===== src/rtl/mp3_alias_reduction_pkg.sv =====
// Shared widths, constants, FSM encoding and the output saturation helper
// for the MP3 alias-reduction stage.
package mp3_alias_reduction_pkg;

  localparam int SAMPLE_W       = 18;
  localparam int COEF_W         = 18;
  localparam int COEF_FRAC      = 17;
  localparam int GRANULE_LEN    = 576;
  localparam int SUBBAND_LEN    = 18;
  localparam int NUM_BOUNDARIES = 31;
  localparam int ALIAS_TAPS     = 8;
  localparam int ADDR_W         = 10;
  localparam int SB_W           = 5;
  localparam int IDX_W          = 3;

  localparam int PROD_W = SAMPLE_W + COEF_W;
  localparam int SUM_W  = PROD_W + 1;
  localparam int SHR_W  = SUM_W - COEF_FRAC;

  localparam logic [1:0] BLOCK_SHORT = 2'd2;

  typedef enum logic [2:0] {
    S_IDLE  = 3'd0,
    S_RD_A  = 3'd1,
    S_RD_B  = 3'd2,
    S_CAP_B = 3'd3,
    S_MUL   = 3'd4,
    S_WR_A  = 3'd5,
    S_WR_B  = 3'd6,
    S_FIN   = 3'd7
  } state_e;

  // Clamp the shifted sum into the signed sample range.
  function automatic logic signed [SAMPLE_W-1:0] sat_sample(input logic signed [SHR_W-1:0] v);
    logic signed [SAMPLE_W-1:0] r;
    if (v > 20'sh1FFFF) begin
      r = 18'sh1FFFF;
    end else if (v < 20'shE0000) begin
      r = 18'sh20000;
    end else begin
      r = v[SAMPLE_W-1:0];
    end
    return r;
  endfunction

endpackage


===== src/rtl/mp3_alias_reduction_butterfly.sv =====
// One butterfly output: x0*c0 -/+ x1*c1, arithmetic shift by the coefficient
// fraction width, then saturation.
module mp3_alias_reduction_butterfly
  import mp3_alias_reduction_pkg::*;
(
  input  logic signed [SAMPLE_W-1:0] x0_i,
  input  logic signed [COEF_W-1:0]   c0_i,
  input  logic signed [SAMPLE_W-1:0] x1_i,
  input  logic signed [COEF_W-1:0]   c1_i,
  input  logic                       sub_i,
  output logic signed [SAMPLE_W-1:0] y_o
);

  logic signed [PROD_W-1:0] p0_s;
  logic signed [PROD_W-1:0] p1_s;
  logic signed [SUM_W-1:0]  sum_s;

  assign p0_s = x0_i * c0_i;
  assign p1_s = x1_i * c1_i;

  always_comb begin
    if (sub_i) begin
      sum_s = SUM_W'(p0_s) - SUM_W'(p1_s);
    end else begin
      sum_s = SUM_W'(p0_s) + SUM_W'(p1_s);
    end
  end

  // Dropping the low fraction bits is the truncating arithmetic shift.
  assign y_o = sat_sample(sum_s[SUM_W-1:COEF_FRAC]);

endmodule


===== src/rtl/mp3_alias_reduction.sv =====
// In-place alias-reduction butterflies over one granule, one single-port RAM
// access per cycle, six cycles per butterfly.
module mp3_alias_reduction
  import mp3_alias_reduction_pkg::*;
(
  input  logic                       clk_i,
  input  logic                       reset_ni,
  input  logic                       start_i,
  input  logic [1:0]                 block_type_i,
  input  logic                       mixed_block_i,
  output logic                       busy_o,
  output logic                       done_o,
  output logic [ADDR_W-1:0]          mem_addr_o,
  output logic                       mem_rd_en_o,
  input  logic signed [SAMPLE_W-1:0] mem_rd_data_i,
  output logic                       mem_wr_en_o,
  output logic signed [SAMPLE_W-1:0] mem_wr_data_o,
  output logic                       coef_enable_o,
  output logic [IDX_W-1:0]           coef_index_o,
  input  logic signed [COEF_W-1:0]   cs_data_i,
  input  logic signed [COEF_W-1:0]   ca_data_i
);

  state_e state_q, state_d;
  logic [SB_W-1:0]  sb_q, sb_d, nb_q, nb_d;
  logic [IDX_W-1:0] idx_q, idx_d;

  logic signed [SAMPLE_W-1:0] a_q, b_q, rb_q, ya_s, yb_s;
  logic signed [COEF_W-1:0]   cs_q, ca_q;

  logic                       busy_d, done_d, rd_en_d, wr_en_d, coef_en_d;
  logic [ADDR_W-1:0]          addr_d, base_s, addr_a_s, addr_b_s;
  logic signed [SAMPLE_W-1:0] wr_data_d;
  logic [IDX_W-1:0]           coef_idx_d;

  mp3_alias_reduction_butterfly u_bf_a (
    .x0_i(a_q), .c0_i(cs_q), .x1_i(b_q), .c1_i(ca_q), .sub_i(1'b1), .y_o(ya_s)
  );

  mp3_alias_reduction_butterfly u_bf_b (
    .x0_i(b_q), .c0_i(cs_q), .x1_i(a_q), .c1_i(ca_q), .sub_i(1'b0), .y_o(yb_s)
  );

  always_comb begin
    state_d = state_q;
    sb_d    = sb_q;
    idx_d   = idx_q;
    nb_d    = nb_q;
    case (state_q)
      S_IDLE: begin
        if (start_i) begin
          sb_d  = 5'd1;
          idx_d = 3'd0;
          if (block_type_i != BLOCK_SHORT) begin
            nb_d = 5'(NUM_BOUNDARIES);
          end else if (mixed_block_i) begin
            nb_d = 5'd1;
          end else begin
            nb_d = 5'd0;
          end
          state_d = (nb_d == 5'd0) ? S_FIN : S_RD_A;
        end else begin
          state_d = S_IDLE;
        end
      end
      S_RD_A:  state_d = S_RD_B;
      S_RD_B:  state_d = S_CAP_B;
      S_CAP_B: state_d = S_MUL;
      S_MUL:   state_d = S_WR_A;
      S_WR_A:  state_d = S_WR_B;
      S_WR_B: begin
        if (idx_q != 3'(ALIAS_TAPS - 1)) begin
          idx_d   = idx_q + 3'd1;
          state_d = S_RD_A;
        end else if (sb_q != nb_q) begin
          idx_d   = 3'd0;
          sb_d    = sb_q + 5'd1;
          state_d = S_RD_A;
        end else begin
          state_d = S_FIN;
        end
      end
      S_FIN: begin
        sb_d    = 5'd0;
        idx_d   = 3'd0;
        state_d = S_IDLE;
      end
      default: state_d = S_IDLE;
    endcase
  end

  assign base_s   = ADDR_W'(sb_d) * 10'(SUBBAND_LEN);
  assign addr_a_s = base_s - 10'd1 - ADDR_W'(idx_d);
  assign addr_b_s = base_s + ADDR_W'(idx_d);

  // Outputs are decoded from the next state so they can be registered
  // and still line up with the state they belong to.
  always_comb begin
    busy_d     = (state_d != S_IDLE);
    done_d     = 1'b0;
    rd_en_d    = 1'b0;
    wr_en_d    = 1'b0;
    coef_en_d  = 1'b0;
    coef_idx_d = 3'd0;
    addr_d     = 10'd0;
    wr_data_d  = 18'sd0;
    case (state_d)
      S_RD_A: begin
        rd_en_d    = 1'b1;
        addr_d     = addr_a_s;
        coef_en_d  = 1'b1;
        coef_idx_d = idx_d;
      end
      S_RD_B: begin
        rd_en_d = 1'b1;
        addr_d  = addr_b_s;
      end
      S_WR_A: begin
        wr_en_d   = 1'b1;
        addr_d    = addr_a_s;
        wr_data_d = ya_s;
      end
      S_WR_B: begin
        wr_en_d   = 1'b1;
        addr_d    = addr_b_s;
        wr_data_d = rb_q;
      end
      S_FIN:   done_d = 1'b1;
      default: done_d = 1'b0;
    endcase
  end

  always_ff @(posedge clk_i) begin
    if (!reset_ni) begin
      state_q       <= S_IDLE;
      sb_q          <= 5'd0;
      idx_q         <= 3'd0;
      nb_q          <= 5'd0;
      busy_o        <= 1'b0;
      done_o        <= 1'b0;
      mem_rd_en_o   <= 1'b0;
      mem_wr_en_o   <= 1'b0;
      mem_addr_o    <= 10'd0;
      mem_wr_data_o <= 18'sd0;
      coef_enable_o <= 1'b0;
      coef_index_o  <= 3'd0;
    end else begin
      state_q       <= state_d;
      sb_q          <= sb_d;
      idx_q         <= idx_d;
      nb_q          <= nb_d;
      busy_o        <= busy_d;
      done_o        <= done_d;
      mem_rd_en_o   <= rd_en_d;
      mem_wr_en_o   <= wr_en_d;
      mem_addr_o    <= addr_d;
      mem_wr_data_o <= wr_data_d;
      coef_enable_o <= coef_en_d;
      coef_index_o  <= coef_idx_d;
    end
  end

  // Read data and coefficients arrive one cycle after their strobe.
  always_ff @(posedge clk_i) begin
    if (!reset_ni) begin
      a_q  <= 18'sd0;
      b_q  <= 18'sd0;
      cs_q <= 18'sd0;
      ca_q <= 18'sd0;
      rb_q <= 18'sd0;
    end else begin
      if (state_q == S_RD_B) begin
        a_q  <= mem_rd_data_i;
        cs_q <= cs_data_i;
        ca_q <= ca_data_i;
      end
      if (state_q == S_CAP_B) begin
        b_q <= mem_rd_data_i;
      end
      if (state_q == S_MUL) begin
        rb_q <= yb_s;
      end
    end
  end

endmodule

===== config.mk =====
export PLATFORM = sky130hd
export DESIGN_NAME = mp3_alias_reduction
export DESIGN_NICKNAME = d
export VERILOG_FILES = /design/src/rtl/mp3_alias_reduction_pkg.sv /design/src/rtl/mp3_alias_reduction_butterfly.sv /design/src/rtl/mp3_alias_reduction.sv
export SDC_FILE = /design/constraint.sdc
export NUM_CORES = 2
export LEC_CHECK = 0
export CAP_MARGIN = 10
export CORE_MARGIN = 2
export CORE_UTILIZATION = 35
export DETAILED_ROUTE_END_ITERATION = 6
export SYNTH_ARGS = -nofsm -noshare
export SYNTH_HDL_FRONTEND = slang
export SYNTH_SLANG_ARGS = --single-unit

===== constraint.sdc =====
create_clock -name clk_i -period 19.4 [get_ports clk_i]
set_input_delay 5.82 -clock clk_i [delete_from_list [all_inputs] [get_ports clk_i]]
set_output_delay 5.82 -clock clk_i [all_outputs]
set_load 0.03 [all_outputs]

* Word-level counts from Yosys, hierarchy flattened
Index checks and enable logic that the tools add are counted. W data, S select, Z words.
Storage, ports and cells: flip-flop bits (word level) 142, bits in latches 0, bits in writable memories 0, memory bits (read-only) 0, bits of input ports 60, output and inout port bits 36, logic and storage cells 84, memories 0
Operators by class: $add $sub $neg 7, $mul 5, divide/modulo/power cells 0, $lt $le $gt $ge 4, eq/ne operators 15, shift operators 0, mux-type cells 27, bitwise gates (word level) 0, reduce and logical (&&, ||, !) cells 9
Operators with widths (count):
- $mul A18 B18 Y36 | 4
- $mux W18 | 4
- $gt A20 B18 Y1 const B | 2
- $lt A20 B18 Y1 const B | 2
- $add A36 B36 Y37 | 1
- $sub A36 B36 Y37 | 1
- $pmux W18 S2 | 1
- $mux W5 | 6
- $pmux W3 S8 | 1
- $eq A3 B3 Y1 const B | 7
- $mux W3 | 7
- $pmux W10 S2 | 1
- $pmux W5 S3 | 1
- $add A10 B3 Y10 | 1
- $sub A10 B1 Y10 const B | 1
- $sub A10 B3 Y10 | 1
- $eq A3 B2 Y1 const B | 3
- $mul A5 B4 Y9 const B | 1
- $pmux W3 S3 | 1
- $reduce_or A2 Y1 | 4
- $eq A3 B1 Y1 const B | 2
- $add A5 B1 Y5 const B | 1
- $logic_not A5 Y1 | 1
- $mux W1 | 5
- 7 further kinds | 8

* Logic depth before layout (Yosys ltp)
depth after elaboration 11, depth in mapped cells 32, gate-level depth less buffers 28

* Cells and area by module
From an unflattened synthesis, not the netlist that was laid out.
Second synthesis, totals: cells, all modules 6707, area total of the unflattened synthesis 59271.8 um^2
Modules (own cells, without submodules):
- mp3_alias_reduction_butterfly (u_bf_b) | times used 1, cells each 3040, area each 26845.7 um^2, seq. area each 0.0 um^2
- mp3_alias_reduction_butterfly (u_bf_a) | times used 1, cells each 2989, area each 26394.1 um^2, seq. area each 0.0 um^2
- mp3_alias_reduction | times used 1, cells each 678, area each 6032.0 um^2, seq. area each 2782.7 um^2

* Worst setup path after synthesis
OpenSTA, ideal clock, no wires.
kind input -> register, start point in start_i, end point reg mem_addr_o[9], library setup time 0.121 ns, arrival time 8.787 ns, required time 19.279 ns, path slack 10.492 ns, stages on the path 13, buffers on the path 0, path through nor4b_1 -> a21o_1 -> o21ai_0 -> a32oi_1 -> inv_1 -> ha_1 -> ha_1 -> inv_1 -> fa_1 -> xor2_1 -> nand4_1 -> xnor2_1 -> o22ai_1
Between the ends: cells in the longest elaborated chain, start to end 6, elaborated cells on any way between the ends 17, those cells by class add/sub: 3; mul: 1; eq/ne: 4; mux: 7; reduce/logical: 2
Ends and longest elaborated chain:
- start: declaration | line mp3_alias_reduction.sv:8 | input logic start_i,
- $mux W5 * | line mp3_alias_reduction.sv:51 | if (start_i) begin
- $pmux W5 S3 * | line mp3_alias_reduction.sv:49 | case (state_q)
- $mul A5 B4 Y9 * | line mp3_alias_reduction.sv:92 | assign base_s = ADDR_W'(sb_d) * 10'(SUBBAND_LEN);
- via base_s[2] | line mp3_alias_reduction.sv:32 | logic [ADDR_W-1:0] addr_d, base_s, addr_a_s, addr_b_s;
- $sub A10 B1 Y10 | line mp3_alias_reduction.sv:93 | assign addr_a_s = base_s - 10'd1 - ADDR_W'(idx_d);
- $sub A10 B3 Y10 | line mp3_alias_reduction.sv:93
- $pmux W10 S2 * | line mp3_alias_reduction.sv:107 | case (state_d)
- end signal: assignment | line mp3_alias_reduction.sv:156 | mem_addr_o <= addr_d;
- end: declaration | line mp3_alias_reduction.sv:13 | output logic [ADDR_W-1:0] mem_addr_o,
Mark *: on every way through the listed nets, which the timed path passes. The rest lies on a longest branch. A chain may end at the register's enable or synchronous reset.

* Worst setup path after layout
start point reg ca_q[0], end point reg mem_wr_data_o[14]
Between the ends: cells in the longest elaborated chain, start to end 6, elaborated cells on any way between the ends 7, those cells by class add/sub: 1; mul: 1; order compare: 2; mux: 3
Ends and longest elaborated chain:
- start: declaration | line mp3_alias_reduction.sv:29 | logic signed [COEF_W-1:0] cs_q, ca_q;
- start signal: assignment | line mp3_alias_reduction.sv:175 | ca_q <= ca_data_i;
- $mul A18 B18 Y36 * | line mp3_alias_reduction_butterfly.sv:19 | assign p1_s = x1_i * c1_i;
- $sub A36 B36 Y37 * | line mp3_alias_reduction_butterfly.sv:23 | sum_s = SUM_W'(p0_s) - SUM_W'(p1_s);
- $lt A20 B18 Y1 | line mp3_alias_reduction_pkg.sv:38 | end else if (v < 20'shE0000) begin
- $mux W18 | line mp3_alias_reduction_pkg.sv:38
- $mux W18 * | line mp3_alias_reduction_pkg.sv:36 | if (v > 20'sh1FFFF) begin
- $pmux W18 S2 * | line mp3_alias_reduction.sv:107
- end signal: assignment | line mp3_alias_reduction.sv:157 | mem_wr_data_o <= wr_data_d;
- end: declaration | line mp3_alias_reduction.sv:17 | output logic signed [SAMPLE_W-1:0] mem_wr_data_o,
Mark *: on every way between the ends. The rest lies on a longest branch, timed or not.

==> impl_summary.log <==
[metrics] outcome: finished clean
[metrics] critical path launch point type: flip-flop
[metrics] Placeable Area: 156000 um2
[metrics] initial antenna violation count: 1
[metrics] CP Data Arrival Time: 10.30 ns
[metrics] setup TNS after final layout: 0 ns
[metrics] Max Fclk: 101 MHz
[metrics] boundary pin count: 96
[metrics] fraction of layout instances using a drive strength above 1: 0.0262
[metrics] number of fill cells in the layout: 15700
[metrics] post-CTS clock slew at the launch and capture registers of the worst setup and hold paths: 0.09 ns
[metrics] insertion delay to the later sink of the worst-skew pair: 0.51 ns
[metrics] slowest CP cell: sky130_fd_sc_hd__a211oi_1
[metrics] vias in the first global route: 41700
[metrics] Period minus WS final: 9.90 ns
[metrics] worst-case clock skew: 0.0171 ns
[metrics] share of synthesized flip-flops with an asynchronous set or reset: 0
[metrics] Static Leakage: 27.7 nW
[metrics] transition at the pin with the smallest max-transition slack: 1.09 ns
[metrics] GRT Total Usage: 0.191
[metrics] number of nets in the synthesized netlist: 7883
[metrics] most common cell after layout, fill and taps aside: sky130_fd_sc_hd__inv_1
[metrics] Vert. Die Dim: 400 um
[metrics] TritonCTS clock tree: built
[metrics] number of remaining DRC errors: 0
[metrics] number of cell rows: 145
[metrics] minimum setup slack in the final design: 9.50 ns
[metrics] top flip-flop cell by instance count after synthesis: sky130_fd_sc_hd__dfxtp_1
[metrics] H-tree depth: 4
[metrics] PD cells: 48.3 nW/um2
[metrics] TritonCTS Sinks: 139
[metrics] drt first-iter violations: 2443
[metrics] final RePlAce weighted congestion: 0.947
[metrics] Top delay family on crit path: adder cells
[metrics] final critical-path share of the clock period: 0.510
[metrics] count of flip-flops with a built-in enable after synthesis: 0
[metrics] number of nets at the end of the flow: 7734
[metrics] PostCTS Resize Cnt: 0
[metrics] combined area of all synthesized cells: 54800 um2
[metrics] clock root cell: sky130_fd_sc_hd__clkbuf_16
[metrics] worst vdd ir: 0.145 mV
[metrics] starting density of the core: 0.351
[metrics] number of max-cap violations: 0
[metrics] maximum number of buffers from clock root to sink: 2
[metrics] type of the most critical hold path: reg -> reg
[metrics] worst stage delay on the critical path: 0.71 ns
[metrics] Final Util: 0.373
[metrics] cell count after synthesis: 6019
[metrics] number of buffers inserted by post-CTS setup repair: 0
[metrics] # setup viols final: 0
[metrics] final total power: 2.81 mW
[metrics] post-route cell area: 58200 um2
[metrics] Max-Slew Margin vs Limit: 0.270
[metrics] type of destination of the critical path: flip-flop
[metrics] mean cell area of the mapped netlist: 9.10 um2
[metrics] total via count in the routed design: 38500
[metrics] area enclosed by the die boundary: 160000 um2
[metrics] area growth from synthesis to layout: 6.24%
[metrics] die width: 400 um
[metrics] detailed-router iteration count before antenna repair: 5
[metrics] count of antenna-violating nets left after detailed routing: 0
[metrics] total of hold buffers inserted after clock tree synthesis: 0
[metrics] worst slack, placed: 9.79 ns
[metrics] peak fanout along the critical path: 23
[metrics] pin count of the biggest net entering global routing: 85
[metrics] global-route congestion overflow total: 0
[metrics] critical path data required time: 19.80 ns
[metrics] buffer and inverter count on the worst path: 6
[metrics] final routed wirelength across all metal layers: 144000 um
[metrics] count of endpoints failing hold in the final timing report: 0
[metrics] placed instance area: 57600 um2
[metrics] global-route wire length before repair: 237000 um
[metrics] number of buffers created by CTS: 17
[metrics] number of I/O port buffers: 95
[metrics] average routed wire per standard cell: 18.1 um
[metrics] drt via density: 4.85
[metrics] highest-count cells in the layout ignoring fill and taps: sky130_fd_sc_hd__inv_1 (1564), sky130_fd_sc_hd__fa_1 (1471), sky130_fd_sc_hd__nand2_1 (977)
[metrics] fraction of the yosys area taken by sequential cells: 0.0508
[metrics] Max Transition Viols Final: 0
[metrics] Detailed Place HPWL: 111000 um
[metrics] library cells used by synthesis: 77
[metrics] Warnings, synthesis: 0
[metrics] FF+latch count, synth: 139
[metrics] Setup CP Type: reg -> reg
[metrics] cell repeated most along the worst path: sky130_fd_sc_hd__fa_1
[metrics] RSZ-0062 raised after global routing: false
per-layer routing:
metal	wire length, um	vias up	track usage	part of all wire
li1	-	16900	-	-
met1	60900	20300	0.260	0.42
met2	70900	1147	0.324	0.49
met3	8370	139	0.0221	0.058
met4	3960	0	0.0489	0.027
met5	0	-	0	0
worst min-delay path, delay by kind of cell (launching register included):
kind | cells | cell delay (ns)
flip-flops | 1 | 0.33
AND/OR/NAND/NOR | 2 | 0.15
logic make-up (layout without fill, tap and decap cells):
| group | count (synthesis) | after routing | synth area share |
|---|---|---|---|
| buf+inv | 1913 | 1777 | 0.132 |
| fa+ha+maj | 1804 | 1804 | 0.614 |
| xor+xnor | 83 | 83 | 0.0135 |
| other cells | 0 | 1 | 0 |
| compound gates | 359 | 359 | 0.0426 |
| simple gates | 1715 | 1715 | 0.146 |
| flops | 139 | 139 | 0.0508 |
| mux | 6 | 6 | 0.00110 |
report_power, final:
group          total, mW  internal, mW  leakage (nW)  switching, mW
registers          0.355         0.319          1.13         0.0361
clock network      0.365         0.184         0.296          0.181
logic               2.09         0.756          26.3           1.33
total               2.81          1.26          27.7           1.55
final timing paths:
check	start	to	slack, ns	cells after the start
setup reg to reg	ca_q[0]$_SDFFE_PN0P_	mem_wr_data_o[14]$_SDFF_PN0_	9.50	25
hold / removal	rb_q[17]$_SDFFE_PN0P_	rb_q[17]$_SDFFE_PN0P_	0.52	2
setup / recovery	ca_q[0]$_SDFFE_PN0P_	mem_wr_data_o[14]$_SDFF_PN0_	9.50	25
hold reg to reg	rb_q[17]$_SDFFE_PN0P_	rb_q[17]$_SDFFE_PN0P_	0.52	2
cell type report:
type                       count  area [um2]  area share
multi-input combinational   3967       44800       0.769
inverter                    1567        5880       0.101
sequential                   139        2780      0.0478
tap                         2058        2570      0.0443
timing repair buffer         178        1570      0.0271
clock buffer                  17         425     0.00731
clock inverter                15         169     0.00290
antenna                        1        2.50   0.0000430
Yosys cell counts (3+ instances only):
| library cell | instances | area share |
|---|---|---|
| sky130_fd_sc_hd__a31o_2 | 5 | 0.00080 |
| sky130_fd_sc_hd__and3_1 | 10 | 0.0011 |
| sky130_fd_sc_hd__xnor2_1 | 57 | 0.0091 |
| sky130_fd_sc_hd__o21a_1 | 10 | 0.0014 |
| sky130_fd_sc_hd__mux2i_1 | 6 | 0.0011 |
| sky130_fd_sc_hd__o211ai_2 | 3 | 0.00069 |
| sky130_fd_sc_hd__nand4_1 | 14 | 0.0016 |
| sky130_fd_sc_hd__buf_2 | 11 | 0.0010 |
| sky130_fd_sc_hd__ha_1 | 333 | 0.076 |
| sky130_fd_sc_hd__o21bai_1 | 7 | 0.00096 |
| sky130_fd_sc_hd__and2_1 | 466 | 0.053 |
| sky130_fd_sc_hd__o221ai_1 | 4 | 0.00064 |
| sky130_fd_sc_hd__buf_4 | 3 | 0.00041 |
| sky130_fd_sc_hd__a31oi_1 | 13 | 0.0015 |
| sky130_fd_sc_hd__inv_1 | 1564 | 0.11 |
| sky130_fd_sc_hd__buf_1 | 7 | 0.00048 |
| sky130_fd_sc_hd__fa_1 | 1471 | 0.54 |
| sky130_fd_sc_hd__o21ai_0 | 59 | 0.0054 |
| sky130_fd_sc_hd__a22oi_1 | 5 | 0.00069 |
| sky130_fd_sc_hd__nor2_1 | 108 | 0.0074 |
| sky130_fd_sc_hd__a21o_1 | 25 | 0.0034 |
| sky130_fd_sc_hd__dfxtp_1 | 139 | 0.051 |
| sky130_fd_sc_hd__o22ai_1 | 21 | 0.0024 |
| sky130_fd_sc_hd__a221o_1 | 3 | 0.00055 |
| sky130_fd_sc_hd__nor2b_1 | 4 | 0.00046 |
| sky130_fd_sc_hd__nor3b_1 | 4 | 0.00055 |
| sky130_fd_sc_hd__nand3b_1 | 3 | 0.00041 |
| sky130_fd_sc_hd__nand2b_1 | 46 | 0.0053 |
| sky130_fd_sc_hd__a211oi_1 | 11 | 0.0015 |
| sky130_fd_sc_hd__nor4_1 | 6 | 0.00069 |
| sky130_fd_sc_hd__or3_1 | 5 | 0.00057 |
| sky130_fd_sc_hd__or2_2 | 6 | 0.00069 |
| sky130_fd_sc_hd__o211ai_1 | 4 | 0.00055 |
| sky130_fd_sc_hd__or3b_2 | 4 | 0.00064 |
| sky130_fd_sc_hd__a221oi_1 | 3 | 0.00048 |
| sky130_fd_sc_hd__a311oi_2 | 4 | 0.0011 |
| sky130_fd_sc_hd__a311oi_1 | 17 | 0.0027 |
| sky130_fd_sc_hd__o2111ai_1 | 3 | 0.00048 |
| sky130_fd_sc_hd__nand3_1 | 27 | 0.0025 |
| sky130_fd_sc_hd__nand2_1 | 977 | 0.067 |
| sky130_fd_sc_hd__clkbuf_1 | 323 | 0.022 |
| sky130_fd_sc_hd__a21oi_1 | 141 | 0.013 |
| sky130_fd_sc_hd__nor3_1 | 20 | 0.0018 |
| sky130_fd_sc_hd__xor2_1 | 25 | 0.0040 |
state kept, by name, indices dropped and copies added (netlist names), 2 cells and up:
| name | count |
|---|---|
| rb_q | 18 |
| nb_q | 2 |
| cs_q | 18 |
| ca_q | 18 |
| b_q | 18 |
| state_q | 3 |
| a_q | 18 |
| sb_q | 5 |
| coef_index_o | 3 |
| mem_wr_data_o | 18 |
| idx_q | 3 |
| mem_addr_o | 10 |
through the flow:
| stage | hold WS, ns | std cells |
|---|---|---|
| global route | 0.550 | 7941 |
| CTS | 0.530 | 7941 |
| detailed placement | 0.513 | 7909 |
| finish | 0.522 | 7942 |
| global placement | 0.513 | 7909 |
| floorplan | 0.466 | 6019 |
No activity file was read; power rests on OpenSTA's default activity.
